**config.mk**
```make
export PLATFORM = sky130hd
export DESIGN_NAME = window_sum_ignore_flat
export DESIGN_NICKNAME = d
export VERILOG_FILES = /design/src/rtl/window_sum_ignore_if.sv /design/src/rtl/window_sum_ignore.sv /design/src/flat_wrapper.sv
export SDC_FILE = /design/constraint.sdc
export NUM_CORES = 1
export LEC_CHECK = 0
export CORE_AREA = 2 2 56 58
export DETAILED_ROUTE_END_ITERATION = 8
export DIE_AREA = 0 0 58 60
export DONT_BUFFER_PORTS = 1
export HOLD_SLACK_MARGIN = 0.1
export PLACE_DENSITY = 0.66
export SYNTH_ARGS = -nofsm -noshare
export SYNTH_HDL_FRONTEND = slang
export SYNTH_SLANG_ARGS = --single-unit
```
**constraint.sdc**
```tcl
create_clock -name clk -period 2.8 [get_ports clk]
set_input_delay 0.28 -clock clk [delete_from_list [all_inputs] [get_ports clk]]
set_output_delay 0.28 -clock clk [all_outputs]
set_load 0.03 [all_outputs]
```
**src/rtl/window_sum_ignore_if.sv**
```systemverilog
// Sample/sum bundle for window_sum_ignore: source drives en/clr/d,
// the accumulator returns the registered window sum and status.
interface window_sum_ignore_if #(
  parameter int w = 4,
  parameter int n = 4
);
  localparam int QW = w + $clog2(n);
  localparam int CW = $clog2(n) + 1;

  logic          en;
  logic          clr;
  logic [w-1:0]  d;
  logic [QW-1:0] q;
  logic [CW-1:0] cnt;
  logic          full;
  logic          upd;

  modport master (output en, output clr, output d,
                  input q, input cnt, input full, input upd);
  modport slave  (input en, input clr, input d,
                  output q, output cnt, output full, output upd);
endinterface

```
**src/rtl/window_sum_ignore.sv**
```systemverilog
// Sliding-window accumulator: registered sum of the last n accepted samples,
// where samples equal to ign (or with en low) are skipped.
module window_sum_ignore #(
  parameter int           w   = 4,
  parameter int           n   = 4,
  parameter logic [w-1:0] ign = {w{1'b0}}
) (
  input  logic               clk,
  input  logic               rst_b,
  window_sum_ignore_if.slave bus
);
  localparam int QW = w + $clog2(n);
  localparam int CW = $clog2(n) + 1;
  localparam logic [CW-1:0] N_CNT = CW'(n);

  typedef enum logic [0:0] {
    ST_FILLING = 1'b0,
    ST_FULL    = 1'b1
  } state_t;

  state_t              state_r, state_s;
  logic [n-1:0][w-1:0] win_r, win_s;
  logic [QW-1:0]       q_r, q_s;
  logic [CW-1:0]       cnt_r, cnt_s;
  logic                full_r;
  logic                upd_r, upd_s;
  logic                acc_s;

  assign acc_s = bus.en && (bus.d != ign) && !bus.clr;

  // Next-state: clear wins over a sample; index 0 is newest, n-1 is oldest.
  always_comb begin
    state_s = state_r;
    win_s   = win_r;
    q_s     = q_r;
    cnt_s   = cnt_r;
    upd_s   = 1'b0;
    if (bus.clr) begin
      win_s   = '0;
      q_s     = {QW{1'b0}};
      cnt_s   = {CW{1'b0}};
      state_s = ST_FILLING;
    end else if (acc_s) begin
      win_s[0] = bus.d;
      for (int i = 1; i < n; i++) begin
        win_s[i] = win_r[i-1];
      end
      // Unfilled slots hold 0, so evicting them is harmless while filling.
      q_s   = q_r + QW'(bus.d) - QW'(win_r[n-1]);
      upd_s = 1'b1;
      case (state_r)
        ST_FILLING: begin
          cnt_s = cnt_r + CW'(1);
          if (cnt_r == N_CNT - CW'(1)) begin
            state_s = ST_FULL;
          end else begin
            state_s = ST_FILLING;
          end
        end
        ST_FULL: begin
          cnt_s   = N_CNT;
          state_s = ST_FULL;
        end
        default: begin
          cnt_s   = {CW{1'b0}};
          state_s = ST_FILLING;
        end
      endcase
    end else begin
      upd_s = 1'b0;
    end
  end

  // State and output registers with immediate asynchronous clear.
  always_ff @(posedge clk or negedge rst_b) begin
    if (!rst_b) begin
      state_r <= ST_FILLING;
      win_r   <= '0;
      q_r     <= {QW{1'b0}};
      cnt_r   <= {CW{1'b0}};
      full_r  <= 1'b0;
      upd_r   <= 1'b0;
    end else begin
      state_r <= state_s;
      win_r   <= win_s;
      q_r     <= q_s;
      cnt_r   <= cnt_s;
      full_r  <= (state_s == ST_FULL);
      upd_r   <= upd_s;
    end
  end

  assign bus.q    = q_r;
  assign bus.cnt  = cnt_r;
  assign bus.full = full_r;
  assign bus.upd  = upd_r;
endmodule
```
**src/flat_wrapper.sv**
```systemverilog
// flat-port wrapper written by rule: the top's interface ports become plain ports
module window_sum_ignore_flat 
#(
  parameter int           w   = 4,
  parameter int           n   = 4,
  parameter logic [w-1:0] ign = {w{1'b0}}
)
  (clk, rst_b, bus_en, bus_clr, bus_d, bus_q, bus_cnt, bus_full, bus_upd);
  window_sum_ignore_if #(.w(w), .n(n)) bus_i ();
  input  logic clk;
  input  logic rst_b;
  input wire logic [$bits(bus_i.en)-1:0] bus_en;
  input wire logic [$bits(bus_i.clr)-1:0] bus_clr;
  input wire logic [$bits(bus_i.d)-1:0] bus_d;
  output wire logic [$bits(bus_i.q)-1:0] bus_q;
  output wire logic [$bits(bus_i.cnt)-1:0] bus_cnt;
  output wire logic [$bits(bus_i.full)-1:0] bus_full;
  output wire logic [$bits(bus_i.upd)-1:0] bus_upd;
  assign bus_i.en = bus_en;
  assign bus_i.clr = bus_clr;
  assign bus_i.d = bus_d;
  assign bus_q = bus_i.q;
  assign bus_cnt = bus_i.cnt;
  assign bus_full = bus_i.full;
  assign bus_upd = bus_i.upd;
  window_sum_ignore #(.w(w), .n(n), .ign(ign)) u_core (.clk(clk), .rst_b(rst_b), .bus(bus_i));
endmodule
```
==> metrics.md, run 1 <==
| Metric | Value |
|---|---|
| Mean post-synth cell area | approximately 9.2 um2 |
| DRT Pass-1 Iters | 4 |
| I/O pin count | 19 |
| RSZ-0062 raised after global routing | false |
| Vias in the first global route | about 1100 |
| Final period util | 89.9% |
| Wire per inst | roughly 14 um |
| Die Span Y | 60 um |
| Initial Util | 50.9% |
| H-tree depth | 1 |
| Commonest cells after routing, fill and taps aside | nand2_1, dfrtp_1, a21oi_1 |
| Core Rows | 20 |
| Post-route cell area | 0.00162 mm2 |
| Cells after Synth | about 160 |
| Max cap viols | 0 |
| Die area | 0.00348 mm2 |
| Post-synthesis sequential area ratio | between 40 and 50% |
| Pin count of the biggest net entering global routing | 28 |
| Crit path max fanout | 3 |
| CP Class | flop to flop |
| Crit end category | flop |
| Yosys warnings | 0 |
| Gr ovfl total | 0 |
| Clk Tree Root Cell | clkbuf_4 |
| Clk buf depth | 2 |
| Worst skew pair latency | 0.32 ns |
| CP required | around 3.0 ns |
| Placer Congestion | about 0.82 |
| Core Area | between 0.002 and 0.003 mm2 |
| Cts bufs inserted | 3 |
| Static leakage | 0.744 nW |
| Global Route Usage Sum | between 10% and 20% |
| Status | finished clean |
| Area grow syn2layout | 9.81% |
| Ratio of cells with drive above 1 in the final layout | approximately 6.5% |
| Post-CTS setup buffer count | 0 |
| Max VDD drop | about 0.53 mV |
| TritonCTS clock tree | yes |
| Hold Crit Class | primary input to flop |
| Commonest non-fill, non-tap cell in the layout | nand2_1 |
| Sinks on Clock Net | 27 |
| Least-Margin Pin Slew | 1.02 ns |
| Relative slew margins | 32.0% |
| Reg clk slew, reported paths | about 0.14 ns |
| Vias | 1078 |
| Data arrival, critical path | between 2 and 3 ns |
| Max Fclk | 397 MHz |
| Slew Limit Fails | 0 |
| TNS Setup | 0 ns |
| First-pass GRT wire length | ~4.9 mm |
| Final nets | 191 |
| Distinct cells, synth | 27 |
| Die width | around 58 um |
| Post-DP Area | 0.00151 mm2 |
| Register bit total from synthesis | 27 |
| Startpoint types | flop |
| Detail Placement HPWL | 1.90 mm |
| Final Power | 0.000907 W |
| Post-synth EDFFs | 0 |
| # setup viols final | 0 |
| Vias per cell | ~5.3 |
| Final min period | 2.52 ns |
| Top cell type's share of synthesized area | 45.7% |
| Clock Skew | 0.00514 ns |
| 1st-iter DRT viols | 59 |
| Initial antenna violation count | 0 |
| Cell area power density | between 500 and 600 mW/mm2 |
| DRC | 0 |
| Async S/R FF share, synth | between 90% and 100% |
| Mapped Area | approximately 0.0015 mm2 |
| Final Hold Viols | 0 |
| Port Buf Inserts | 0 |
| Final hold slack | 0.137 ns |
| Antenna viol nets, final | 0 |
| Dominant synthesized flop cell | dfrtp_1 |
| Area leader, netlist | dfrtp_1 |
| Ant diodes | 0 |
| Mapped Nets | approximately 180 |
| WL final | between 2 and 3 mm |
| Top post-synthesis cells by area | dfrtp_1, nand2_1, a21oi_1 |
## worst paths after layout
| check | from | to | slack (ns) | cells after the start |
|---|---|---|---|---|
| max | u_core.bus.q[1]$_DFFE_PN0P_ | u_core.bus.q[5]$_DFFE_PN0P_ | 0.28 | 9 |
| min in group asynchronous | rst_b | u_core.bus.q[2]$_DFFE_PN0P_ | 0.39 | 2 |
| min reg2reg | u_core.win_r[10]$_DFFE_PN0P_ | u_core.win_r[14]$_DFFE_PN0P_ | 0.52 | 2 |
| min | bus_clr | u_core.bus.q[5]$_DFFE_PN0P_ | 0.14 | 2 |
| max reg2reg | u_core.bus.q[1]$_DFFE_PN0P_ | u_core.bus.q[5]$_DFFE_PN0P_ | 0.28 | 9 |
| max in group asynchronous | rst_b | u_core.bus.q[0]$_DFFE_PN0P_ | 2.26 | 2 |
## state kept, by name, summed over array words and instances (netlist names)
register / cells
u_core.bus.cnt: 3
u_core.bus.q: 6
u_core.bus.upd: 1
u_core.state_r: 1
u_core.win_r: 16
## cells by family after synthesis
logic type | share of synthesized area, %
AOI/OAI and AO/OA | 17.3
DFF | 45.7
xor gates and xnor gates | 1.78
adders and majority gates | 12.2
buffers and inverters | 7.95
and+or+nand+nor | 15.1
## metal layers
layer  share of wire, %  routed length, um  track usage [%]
met3                3.0                 85             2.81
met2                 48               1340             29.5
met5                  0                  0                0
met1                 48               1330             26.2
met4                1.4                 38             7.64
## Yosys cell counts, types with 2 or more instances
library cell and count:
a21oi_1 23, nand2_1 37, nor3_1 3, nand3_1 2, nor2_1 7, a211oi_1 4
fa_1 4, or3_1 2, a21oi_2 2, a21o_1 2, clkbuf_1 4, ha_1 8
xnor2_1 3, inv_1 20, dfrtp_1 27, buf_6 2
## cell type report
class	instances	area, um2
Clock buffer	4	26.3
Timing Repair Buffer	12	120
Tap cell	33	41.3
Fill cell	276	1280
Sequential cell	27	676
Multi-Input combinational cell	107	686
Inverter	20	75.1
## where the power goes
part / internal [W] / switching (W)
Sequential: 0.000417 / 0.0000562
Combinational: 0.000115 / 0.000151
Clock: 0.0000558 / 0.000112
Total: 0.000588 / 0.000319
## through the flow
stage / std cells / setup slack, ns / util [%]
2_1_floorplan: 161 / 0.254 / -
4_1_cts: 203 / 0.250 / 55.9
6_report: 203 / 0.283 / 55.9
3_3_place_gp: 191 / 0.439 / 51.9
5_1_grt: 203 / 0.0500 / 55.9
3_5_place_dp: 191 / 0.310 / 51.9
## critical path, cell delays in order (launching register included)
cell and delay (ns):
dfrtp_1 0.37, inv_1 0.06, fa_1 0.59, inv_1 0.07
ha_1 0.32, a211oi_1 0.31, nor2_1 0.12, or3_1 0.36
nand3_1 0.08, o311ai_1 0.09
## timing repair
| item | CTS | global route |
|---|---|---|
| hold endpoints to repair | 53 | 0 |
| hold buffers | 8 | 0 |
| gates resized for setup | 0 | 0 |
(Power assumes the default switching activity.)
==> run 2, diff against run 1 <==
RECOVER_POWER = 50   (was default)
==> metrics.md, run 2 (same netlist as run 1, synthesis figures left out) <==
| Metric | Value |
|---|---|
| Status | finished clean |
| Pin count of the biggest net entering global routing | 28 |
| Core Area | 0.00290 mm2 |
| Global Route Usage Sum | roughly a fifth |
| Vias | 1081 |
| TritonCTS clock tree | yes |
| H-tree depth | 1 |
| Ant diodes | 0 |
| Die Span Y | 60 um |
| Relative slew margins | 2.65% |
| I/O pin count | 19 |
| TNS Setup | 0 ns |
| Largest Register | u_core.win_r |
| Slew Limit Fails | 0 |
| Max cap viols | 0 |
| Final Hold Viols | 0 |
| Crit path max fanout | 3 |
| Placer Congestion | 0.815 |
| Startpoint types | flop |
| Hold Crit Class | primary input to flop |
| Inst Count DP | 191 |
| 1st-iter DRT viols | 59 |
| Reg clk slew, reported paths | 0.14 ns |
| Port Buf Inserts | 0 |
| Static leakage | about 0.74 nW |
| Die area | 0.00348 mm2 |
| Final min period | 2.52 ns |
| DRT Pass-1 Iters | 4 |
| Data arrival, critical path | about 2.7 ns |
| WL final | roughly 2.8 mm |
| Cts bufs inserted | 3 |
| Initial Util | between 50% and 60% |
| Wire per inst | approximately 14 um |
| Cell area power density | 562 mW/mm2 |
| Initial antenna violation count | 0 |
| RSZ-0062 raised after global routing | false |
| Clk Tree Root Cell | clkbuf_4 |
| # setup viols final | 0 |
| Antenna viol nets, final | 0 |
| First-pass GRT wire length | slightly below 5 mm |
| Vias per cell | 5.33 |
| Ratio of cells with drive above 1 in the final layout | 5.88% |
| CP required | roughly 3.0 ns |
| Max VDD drop | 0.526 mV |
| Worst skew pair latency | 0.32 ns |
| DRC | 0 |
| Max Fclk | 397 MHz |
| Commonest non-fill, non-tap cell in the layout | nand2_1 |
| Commonest cells after routing, fill and taps aside | nand2_1, dfrtp_1, a21oi_1 |
| Final hold slack | 0.136 ns |
| Gr ovfl total | 0 |
| Clock Skew | between 0.005 and 0.006 ns |
| Final std cells w/o fill | 203 |
| Least-Margin Pin Slew | 1.46 ns |
| Sinks on Clock Net | 27 |
| Detail Placement HPWL | 1.90 mm |
| Final period util | 89.9% |
| Die width | between 50 and 60 um |
| Clk buf depth | 2 |
| Area grow syn2layout | 8.71% |
| Max FFs per register | 16 |
| Crit end category | flop |
| Final nets | roughly 190 |
| CP Class | flop to flop |
| Vias in the first global route | 1065 |
| Core Rows | 20 |
## run 2: area by class of cell
type                       count  area [um2]
tap                           33        41.3
inverter                      20        75.1
timing repair buffer          12         104
multi-input combinational    107         686
clock buffer                   4        26.3
fill                         279        1290
sequential                    27         676
## run 2: stage by stage
| stage | area [um2] | setup slack (ns) | total power [W] | utilization [%] |
|---|---|---|---|---|
| finish | 1610 | 0.284 | 0.000904 | 55.4 |
| global route | 1610 | 0.0500 | 0.000968 | 55.4 |
| CTS | 1620 | 0.250 | 0.000917 | 55.9 |
| detailed placement | 1510 | 0.310 | 0.000723 | 51.9 |
| global placement | 1510 | 0.439 | 0.000710 | 51.9 |
| floorplan | 1480 | 0.254 | 0.000680 | - |
## run 2: worst paths after layout
check | startpoint | end | slack [ns] | cells after the start
max in group asynchronous | rst_b | u_core.win_r[13]$_DFFE_PN0P_ | 1.12 | 2
setup / recovery | u_core.bus.q[1]$_DFFE_PN0P_ | u_core.bus.q[5]$_DFFE_PN0P_ | 0.28 | 9
hold / removal | bus_clr | u_core.bus.q[5]$_DFFE_PN0P_ | 0.14 | 2
min in group asynchronous | rst_b | u_core.bus.q[2]$_DFFE_PN0P_ | 0.84 | 2
hold reg to reg | u_core.win_r[10]$_DFFE_PN0P_ | u_core.win_r[14]$_DFFE_PN0P_ | 0.52 | 2
setup reg to reg | u_core.bus.q[1]$_DFFE_PN0P_ | u_core.bus.q[5]$_DFFE_PN0P_ | 0.28 | 9
## run 2: repair_timing
item | 4_1_cts | 5_1_grt
buffers inserted | 0 | 0
endpoints found under the hold margin | 53 | 0
resized for setup | 0 | 0
hold buffers | 8 | 0
## run 2: critical path, cell delays in order, from the launching register on
cell      delay (ns)
dfrtp_1         0.37
inv_1           0.06
fa_1            0.59
inv_1           0.07
ha_1            0.32
a211oi_1        0.31
nor2_1          0.12
or3_1           0.37
nand3_1         0.08
o311ai_1        0.09
## run 2: per-layer routing
layer	global-route usage, %	share of wire (%)	vias up
li1	-	-	548
met1	26.2	48	511
met2	29.5	48	18
met3	2.81	2.9	4
met4	7.64	1.4	0
met5	0	0	-
## run 2: power by group
part | switching (W) | total (W) | internal [W]
logic | 0.000151 | 0.000263 | 0.000113
clock network | 0.000112 | 0.000168 | 0.0000559
registers | 0.0000562 | 0.000473 | 0.000417
total | 0.000319 | 0.000904 | 0.000585
